$ cat src/rtl/csr_pkg.sv
// Shared funct3/FSM types and counter addresses for the CSR access unit.
package csr_pkg;

    typedef enum logic [2:0] {
        F3Rw  = 3'b001,
        F3Rs  = 3'b010,
        F3Rc  = 3'b011,
        F3Rwi = 3'b101,
        F3Rsi = 3'b110,
        F3Rci = 3'b111
    } funct3_e;

    typedef enum logic [1:0] {
        StIdle,
        StExec,
        StResp
    } state_e;

    localparam logic [11:0] CSR_CYCLE  = 12'hC00;
    localparam logic [11:0] CSR_CYCLEH = 12'hC80;

endpackage

$ cat src/rtl/csr_access_unit_if.sv
// Request, response and CSR-file port of the CSR access unit.
// The master side is the pipeline plus CSR file; the slave side is the unit.
interface csr_access_unit_if #(
    parameter int unsigned XLEN = 32
);
    logic            req_valid;
    logic            req_ready;
    logic [2:0]      req_funct3;
    logic [11:0]     req_addr;
    logic [4:0]      req_rs1;
    logic [XLEN-1:0] req_rs1_val;
    logic [4:0]      req_rd;

    logic            resp_valid;
    logic            resp_ready;
    logic [4:0]      resp_rd;
    logic [XLEN-1:0] resp_data;
    logic            resp_illegal;

    logic            csr_we;
    logic [11:0]     csr_addr;
    logic [XLEN-1:0] csr_wdata;
    logic [XLEN-1:0] csr_rdata;

    modport master (
        output req_valid, req_funct3, req_addr, req_rs1, req_rs1_val, req_rd,
        input  req_ready,
        input  resp_valid, resp_rd, resp_data, resp_illegal,
        output resp_ready,
        input  csr_we, csr_addr, csr_wdata,
        output csr_rdata
    );

    modport slave (
        input  req_valid, req_funct3, req_addr, req_rs1, req_rs1_val, req_rd,
        output req_ready,
        output resp_valid, resp_rd, resp_data, resp_illegal,
        input  resp_ready,
        output csr_we, csr_addr, csr_wdata,
        input  csr_rdata
    );

endinterface

$ cat src/rtl/csr_alu.sv
// Zicsr read-modify-write datapath: new CSR value and write-suppress flag.
module csr_alu
    import csr_pkg::*;
#(
    parameter int unsigned XLEN = 32
) (
    input  logic [2:0]      funct3,
    input  logic [4:0]      rs1,
    input  logic [XLEN-1:0] old_val,
    input  logic [XLEN-1:0] src,
    output logic [XLEN-1:0] new_val,
    output logic            suppress
);

    always_comb begin
        new_val  = old_val;
        suppress = 1'b1;
        case (funct3)
            F3Rw, F3Rwi: begin
                new_val  = src;
                suppress = 1'b0;
            end
            F3Rs, F3Rsi: begin
                new_val  = old_val | src;
                suppress = (rs1 == 5'd0);
            end
            F3Rc, F3Rci: begin
                new_val  = old_val & ~src;
                suppress = (rs1 == 5'd0);
            end
            default: ;
        endcase
    end

endmodule

$ cat src/rtl/csr_access_unit.sv
// Zicsr initiator: one atomic CSR read-modify-write per request, old value to writeback.
// Optional read-only 64-bit cycle counter at 0xC00/0xC80 when CSR_CYCLE_COUNTER_EN is defined.
module csr_access_unit
    import csr_pkg::*;
#(
    parameter int unsigned XLEN = 32,
    parameter int unsigned NCSR = 11
) (
    input logic              clk,
    input logic              rst_n,
    csr_access_unit_if.slave bus
);

    state_e          state_q;
    logic [2:0]      funct3_q;
    logic [11:0]     addr_q;
    logic [4:0]      rs1_q;
    logic [XLEN-1:0] rs1_val_q;
    logic [4:0]      rd_q;

    logic            req_ready_q;
    logic            resp_valid_q;
    logic [4:0]      resp_rd_q;
    logic [XLEN-1:0] resp_data_q;
    logic            resp_illegal_q;

    logic            exec;
    logic [XLEN-1:0] src;
    logic [XLEN-1:0] old_val;
    logic [XLEN-1:0] new_val;
    logic [XLEN-1:0] counter_val;
    logic            suppress;
    logic            is_counter;
    logic            addr_oob;
    logic            illegal;
    logic            csr_we;

    assign exec = (state_q == StExec);
    assign src  = funct3_q[2] ? XLEN'(rs1_q) : rs1_val_q;

`ifdef CSR_CYCLE_COUNTER_EN
    logic [63:0] cycle_q;

    always_ff @(posedge clk) begin
        if (!rst_n) begin
            cycle_q <= '0;
        end else begin
            cycle_q <= cycle_q + 64'd1;
        end
    end

    assign is_counter  = (addr_q == CSR_CYCLE) || (addr_q == CSR_CYCLEH);
    assign counter_val = (addr_q == CSR_CYCLEH) ? XLEN'(cycle_q[63:32]) : XLEN'(cycle_q[31:0]);
`else
    assign is_counter  = 1'b0;
    assign counter_val = '0;
`endif

    assign old_val  = is_counter ? counter_val : bus.csr_rdata;
    assign addr_oob = ({20'd0, addr_q} >= NCSR);

    csr_alu #(
        .XLEN(XLEN)
    ) u_alu (
        .funct3  (funct3_q),
        .rs1     (rs1_q),
        .old_val (old_val),
        .src     (src),
        .new_val (new_val),
        .suppress(suppress)
    );

    // Counters are read-only: any op that would write them is illegal.
    assign illegal = (funct3_q[1:0] == 2'b00) || (addr_oob && !is_counter) ||
                     (is_counter && !suppress);

    // Reset gates the write combinationally so a transaction caught in EXEC is dropped.
    assign csr_we        = exec && rst_n && !illegal && !suppress && !is_counter;
    assign bus.csr_we    = csr_we;
    assign bus.csr_addr  = exec ? addr_q : 12'd0;
    assign bus.csr_wdata = csr_we ? new_val : '0;

    assign bus.req_ready    = req_ready_q;
    assign bus.resp_valid   = resp_valid_q;
    assign bus.resp_rd      = resp_rd_q;
    assign bus.resp_data    = resp_data_q;
    assign bus.resp_illegal = resp_illegal_q;

    always_ff @(posedge clk) begin
        if (!rst_n) begin
            state_q        <= StIdle;
            funct3_q       <= 3'd0;
            addr_q         <= 12'd0;
            rs1_q          <= 5'd0;
            rs1_val_q      <= '0;
            rd_q           <= 5'd0;
            req_ready_q    <= 1'b1;
            resp_valid_q   <= 1'b0;
            resp_rd_q      <= 5'd0;
            resp_data_q    <= '0;
            resp_illegal_q <= 1'b0;
        end else begin
            case (state_q)
                StIdle: begin
                    if (bus.req_valid) begin
                        funct3_q    <= bus.req_funct3;
                        addr_q      <= bus.req_addr;
                        rs1_q       <= bus.req_rs1;
                        rs1_val_q   <= bus.req_rs1_val;
                        rd_q        <= bus.req_rd;
                        req_ready_q <= 1'b0;
                        state_q     <= StExec;
                    end
                end
                StExec: begin
                    resp_valid_q   <= 1'b1;
                    resp_rd_q      <= rd_q;
                    resp_data_q    <= illegal ? '0 : old_val;
                    resp_illegal_q <= illegal;
                    state_q        <= StResp;
                end
                StResp: begin
                    if (bus.resp_ready) begin
                        resp_valid_q   <= 1'b0;
                        resp_rd_q      <= 5'd0;
                        resp_data_q    <= '0;
                        resp_illegal_q <= 1'b0;
                        req_ready_q    <= 1'b1;
                        state_q        <= StIdle;
                    end
                end
                default: state_q <= StIdle;
            endcase
        end
    end

endmodule

$ cat src/flat_wrapper.sv
// flat-port wrapper written by rule: the top's interface ports become plain ports
module csr_access_unit_flat import csr_pkg::*;
#(
    parameter int unsigned XLEN = 32,
    parameter int unsigned NCSR = 11
)
  (clk, rst_n, bus_req_valid, bus_req_funct3, bus_req_addr, bus_req_rs1, bus_req_rs1_val, bus_req_rd, bus_req_ready, bus_resp_valid, bus_resp_rd, bus_resp_data, bus_resp_illegal, bus_resp_ready, bus_csr_we, bus_csr_addr, bus_csr_wdata, bus_csr_rdata);
  csr_access_unit_if #(.XLEN(XLEN)) bus_i ();
  input logic clk;
  input logic rst_n;
  input wire logic [$bits(bus_i.req_valid)-1:0] bus_req_valid;
  input wire logic [$bits(bus_i.req_funct3)-1:0] bus_req_funct3;
  input wire logic [$bits(bus_i.req_addr)-1:0] bus_req_addr;
  input wire logic [$bits(bus_i.req_rs1)-1:0] bus_req_rs1;
  input wire logic [$bits(bus_i.req_rs1_val)-1:0] bus_req_rs1_val;
  input wire logic [$bits(bus_i.req_rd)-1:0] bus_req_rd;
  output wire logic [$bits(bus_i.req_ready)-1:0] bus_req_ready;
  output wire logic [$bits(bus_i.resp_valid)-1:0] bus_resp_valid;
  output wire logic [$bits(bus_i.resp_rd)-1:0] bus_resp_rd;
  output wire logic [$bits(bus_i.resp_data)-1:0] bus_resp_data;
  output wire logic [$bits(bus_i.resp_illegal)-1:0] bus_resp_illegal;
  input wire logic [$bits(bus_i.resp_ready)-1:0] bus_resp_ready;
  output wire logic [$bits(bus_i.csr_we)-1:0] bus_csr_we;
  output wire logic [$bits(bus_i.csr_addr)-1:0] bus_csr_addr;
  output wire logic [$bits(bus_i.csr_wdata)-1:0] bus_csr_wdata;
  input wire logic [$bits(bus_i.csr_rdata)-1:0] bus_csr_rdata;
  assign bus_i.req_valid = bus_req_valid;
  assign bus_i.req_funct3 = bus_req_funct3;
  assign bus_i.req_addr = bus_req_addr;
  assign bus_i.req_rs1 = bus_req_rs1;
  assign bus_i.req_rs1_val = bus_req_rs1_val;
  assign bus_i.req_rd = bus_req_rd;
  assign bus_req_ready = bus_i.req_ready;
  assign bus_resp_valid = bus_i.resp_valid;
  assign bus_resp_rd = bus_i.resp_rd;
  assign bus_resp_data = bus_i.resp_data;
  assign bus_resp_illegal = bus_i.resp_illegal;
  assign bus_i.resp_ready = bus_resp_ready;
  assign bus_csr_we = bus_i.csr_we;
  assign bus_csr_addr = bus_i.csr_addr;
  assign bus_csr_wdata = bus_i.csr_wdata;
  assign bus_i.csr_rdata = bus_csr_rdata;
  csr_access_unit #(.XLEN(XLEN), .NCSR(NCSR)) u_core (.clk(clk), .rst_n(rst_n), .bus(bus_i));
endmodule
$ cat config.mk
export PLATFORM = sky130hd
export DESIGN_NAME = csr_access_unit_flat
export DESIGN_NICKNAME = d
export VERILOG_FILES = /design/src/rtl/csr_pkg.sv /design/src/rtl/csr_access_unit_if.sv /design/src/rtl/csr_alu.sv /design/src/rtl/csr_access_unit.sv /design/src/flat_wrapper.sv
export SDC_FILE = /design/constraint.sdc
export NUM_CORES = 1
export LEC_CHECK = 0
export ABC_AREA = 1
export CORE_MARGIN = 5
export CORE_UTILIZATION = 43
export CTS_BUF_LIST = sky130_fd_sc_hd__clkbuf_8
export CTS_CLUSTER_DIAMETER = 100
export DETAILED_ROUTE_END_ITERATION = 16
export PLACE_DENSITY = 0.74
export SLEW_MARGIN = 20
export SYNTH_ARGS = -nofsm -noshare
export SYNTH_HDL_FRONTEND = slang
export SYNTH_HIERARCHICAL = 1
export SYNTH_SLANG_ARGS = --single-unit
$ cat constraint.sdc
create_clock -name clk -period 1.8 [get_ports clk]
set_input_delay 0.54 -clock clk [delete_from_list [all_inputs] [get_ports clk]]
set_output_delay 0.54 -clock clk [all_outputs]
set_load 0.05 [all_outputs]
==> flow_metrics.env <==
export IMPL_avgSynthCellArea_um2=6.42
export IMPL_grt_overflow=0
export IMPL_ys_ff_latch=99
export IMPL_synth_compound_area_frac=0.138
export IMPL_cts_buffers=9
export IMPL_tightest_slew_ns=0.565
export IMPL_gp_congestion=0.806
export IMPL_slew_viol_final=0
export IMPL_syn_instance_count=855
export IMPL_synth_largest_area_cell="dfxtp_1"
export IMPL_die_w_um=123
export IMPL_clkPwrFrac=0.274
export IMPL_cp_required_ns=1.26
export IMPL_grt_antenna_before_repair=0
export IMPL_path_class="flop to output port"
export IMPL_drtPass1Iterations=5
export IMPL_outcome="finished, violations left"
export IMPL_viasPerCell=4.68
export IMPL_synth_nets=948
export IMPL_cp_start_kind="flop"
export IMPL_p_int_mw=3.67
export IMPL_swShare=0.338
export IMPL_numClockSinks=99
export IMPL_synth_async_sr_flop_share=0
export IMPL_worst_slack_ns=-0.553
export IMPL_synth_area_top_cells="dfxtp_1, nand2_1, inv_1"
export IMPL_yosys_area_share_simple=0.323
export IMPL_grt_pass1_vias=5560
export IMPL_vias=5767
export IMPL_num_io_pins=178
export IMPL_crit_chain="nor2_2 -> nand3_2 -> nor2_4 -> buf_6 -> nand4_4 -> buf_6 -> buf_12 -> nor2_4 -> buf_12"
export IMPL_insertion_delay_ns=0.38
export IMPL_yosysSeqAreaShare=0.361
export IMPL_arrival_ns=1.81
export IMPL_synth_common_cells="nand2_1, inv_1, nor2_1"
export IMPL_p_leak_nw=3.80
export IMPL_synthAdderAreaFrac=0
export IMPL_fin_crit_ns=2.35
export IMPL_final_cells=1233
export IMPL_ys_warn_count=6
export IMPL_dpl_cell_area_um2=8190
export IMPL_cts_hold_buf=0
export IMPL_max_freq_mhz=425
export IMPL_ys_types=25
export IMPL_cts_reportedPaths_clkPinSlew_ns=0.10
export IMPL_slew_headroom=0.624
export IMPL_finalSetupTns_ns=-18.13
export IMPL_synth_flop_cell="dfxtp_1"
export IMPL_yosysMostFrequentCell="nand2_1"
export IMPL_timing_final_crit_share=1.31
export IMPL_ir_drop_uv=489
export IMPL_start_util=0.437
export IMPL_dp_hpwl_um=12100
export IMPL_drt_iter0_markers=332
export IMPL_total_power_mw=5.54
export IMPL_dpl_cell_count=1202
export IMPL_fp_dieH_um=123
export IMPL_worstPathMaxFanout=8
export IMPL_detail_route_antenna_nets=0
export IMPL_final_util=0.696
export IMPL_antennaDiodeCount=0
export IMPL_p_per_area_nw_per_um2=633
export IMPL_track_usage=0.226
export IMPL_numPortBuffers=177
export IMPL_skew_ns=0.0137
export IMPL_finalSetupViolations=45
export IMPL_rsz0062_at_grt="true"
export IMPL_grt_first_pass_wirelength_um=27000
export IMPL_rows=41
export IMPL_routed_wl_um=16900
export IMPL_endpoint_kind="output port"
export IMPL_cap_violations=0
export IMPL_cp_slowest_cell="dfxtp_2"
export IMPL_hold_violations=0
export IMPL_cts_tree="built"
export IMPL_grt_max_degree=67
export IMPL_dieArea_um2=15100
export IMPL_yosysTopAreaCellShare=0.361
export IMPL_synthMuxAreaShare=0
export IMPL_final_layout_size_suffix_gt1_frac=0.257
export IMPL_synth_xor_area_share=0
export IMPL_switchingPower_mw=1.87
export IMPL_failed_checks="negative setup slack"
export IMPL_clockBufferDepth=2
export IMPL_cts_root_buffer="clkbuf_8"
export IMPL_finalInstanceArea_um2=8750
export IMPL_worstHoldPathType="flop to flop"
export IMPL_htreeDepth=3
export IMPL_fin_nets=1149
export IMPL_pwr_share_comb=0.296
export IMPL_p_seq_frac=0.430
export IMPL_drc_errors=0
export IMPL_wire_per_inst_um=13.7
export IMPL_crit_path_max_incr_delay_ns=0.34
export IMPL_core_um2=12600
export IMPL_synth_edf_count=0
export IMPL_syn_area_um2=5490
export IMPL_area_growth_syn_to_layout_pct=59.5
export IMPL_synth_top_family_by_area="simple AND/OR/NAND/NOR gates"
state kept, by name (all words and copies together), names as in the netlist:
name	flops
u_core/funct3_q	3
u_core/bus.resp_rd	5
u_core/bus.resp_data	32
u_core/rd_q	5
u_core/state_q	2
u_core/addr_q	12
u_core/bus.resp_illegal	1
u_core/bus.resp_valid	1
u_core/bus.req_ready	1
u_core/rs1_q	5
u_core/rs1_val_q	32
power by group through the flow:
stage               logic [mW]  registers [mW]  clock network (mW)
finish                    1.64            2.38                1.52
detailed placement        1.55            2.43                   0
floorplan                0.952            2.47                   0
CTS                       1.62            2.38                1.56
global placement          1.53            2.42                   0
global route              1.82            2.40                1.65
layout make-up:
class / count / area [um^2]
inverters: 156 / 597
fillers: 1033 / 3820
clock buffers: 9 / 124
well taps: 172 / 215
clock inverters: 7 / 81.3
multi-input cells: 545 / 2890
repair buffers: 245 / 2850
flip-flops and latches: 99 / 1990
timing repair:
| item | CTS | global route |
|---|---|---|
| cloned | 3 | 0 |
| setup endpoints to repair | 45 | 45 |
| pin swaps | 11 | 9 |
| buffers inserted | 9 | 3 |
| resized for setup | 47 | 12 |
| hold endpoints to repair | 0 | 0 |
final timing paths:
check                                          from                       end  slack [ns]  depth (start not counted)
worst max-delay path              u_core/addr_q[11]         bus_csr_wdata[30]       -0.55                          9
worst min-delay path            u_core/rs1_val_q[3]       u_core/rs1_val_q[3]        0.45                          2
worst max register to register    u_core/state_q[1]  u_core/bus.resp_data[21]        0.21                         10
worst min register to register  u_core/rs1_val_q[3]       u_core/rs1_val_q[3]        0.45                          2
layout by cell type, fill, tap and decap left out, types with 7 or more instances in the layout:
cell and n:
nand2_1 163, inv_1 148, dfxtp_1 93, clkdlybuf4s50_1 91, buf_4 86, a21oi_1 82, nor2_1 81, o21ai_0 67
nand3_1 62, buf_12 57, nor2_4 46, nand2_2 20, nand3_2 12, clkbuf_8 9, buf_6 7
kinds of logic (layout without fill, tap and decap cells):
logic type      after synthesis  after routing
simple gates                394            395
flops                        99             99
buf+inv                     212            417
compound gates              150            150
metrics by stage:
step | hold slack (ns) | worst slack (ns)
after floorplan | 0.424 | -0.309
after global placement | 0.434 | -0.292
after detailed placement | 0.439 | -0.318
after CTS | 0.454 | -0.635
after global routing | 0.470 | -0.656
final | 0.453 | -0.553
worst max-delay path, delay by kind of cell, from the launching register on:
kind / cells / cell delay, ns
DFF: 1 / 0.34
and+or+nand+nor: 5 / 0.52
buffers and inverters: 4 / 0.57
per-layer routing:
layer,global-route usage,vias up,part of all wire,wire length [um]
met5,0,-,0,0
met4,0.0763,0,0.020,343
met3,0.0512,21,0.070,1190
met2,0.391,156,0.51,8540
met1,0.277,2577,0.40,6820
li1,-,3013,-,-
Power figures use the tool's default switching activity.
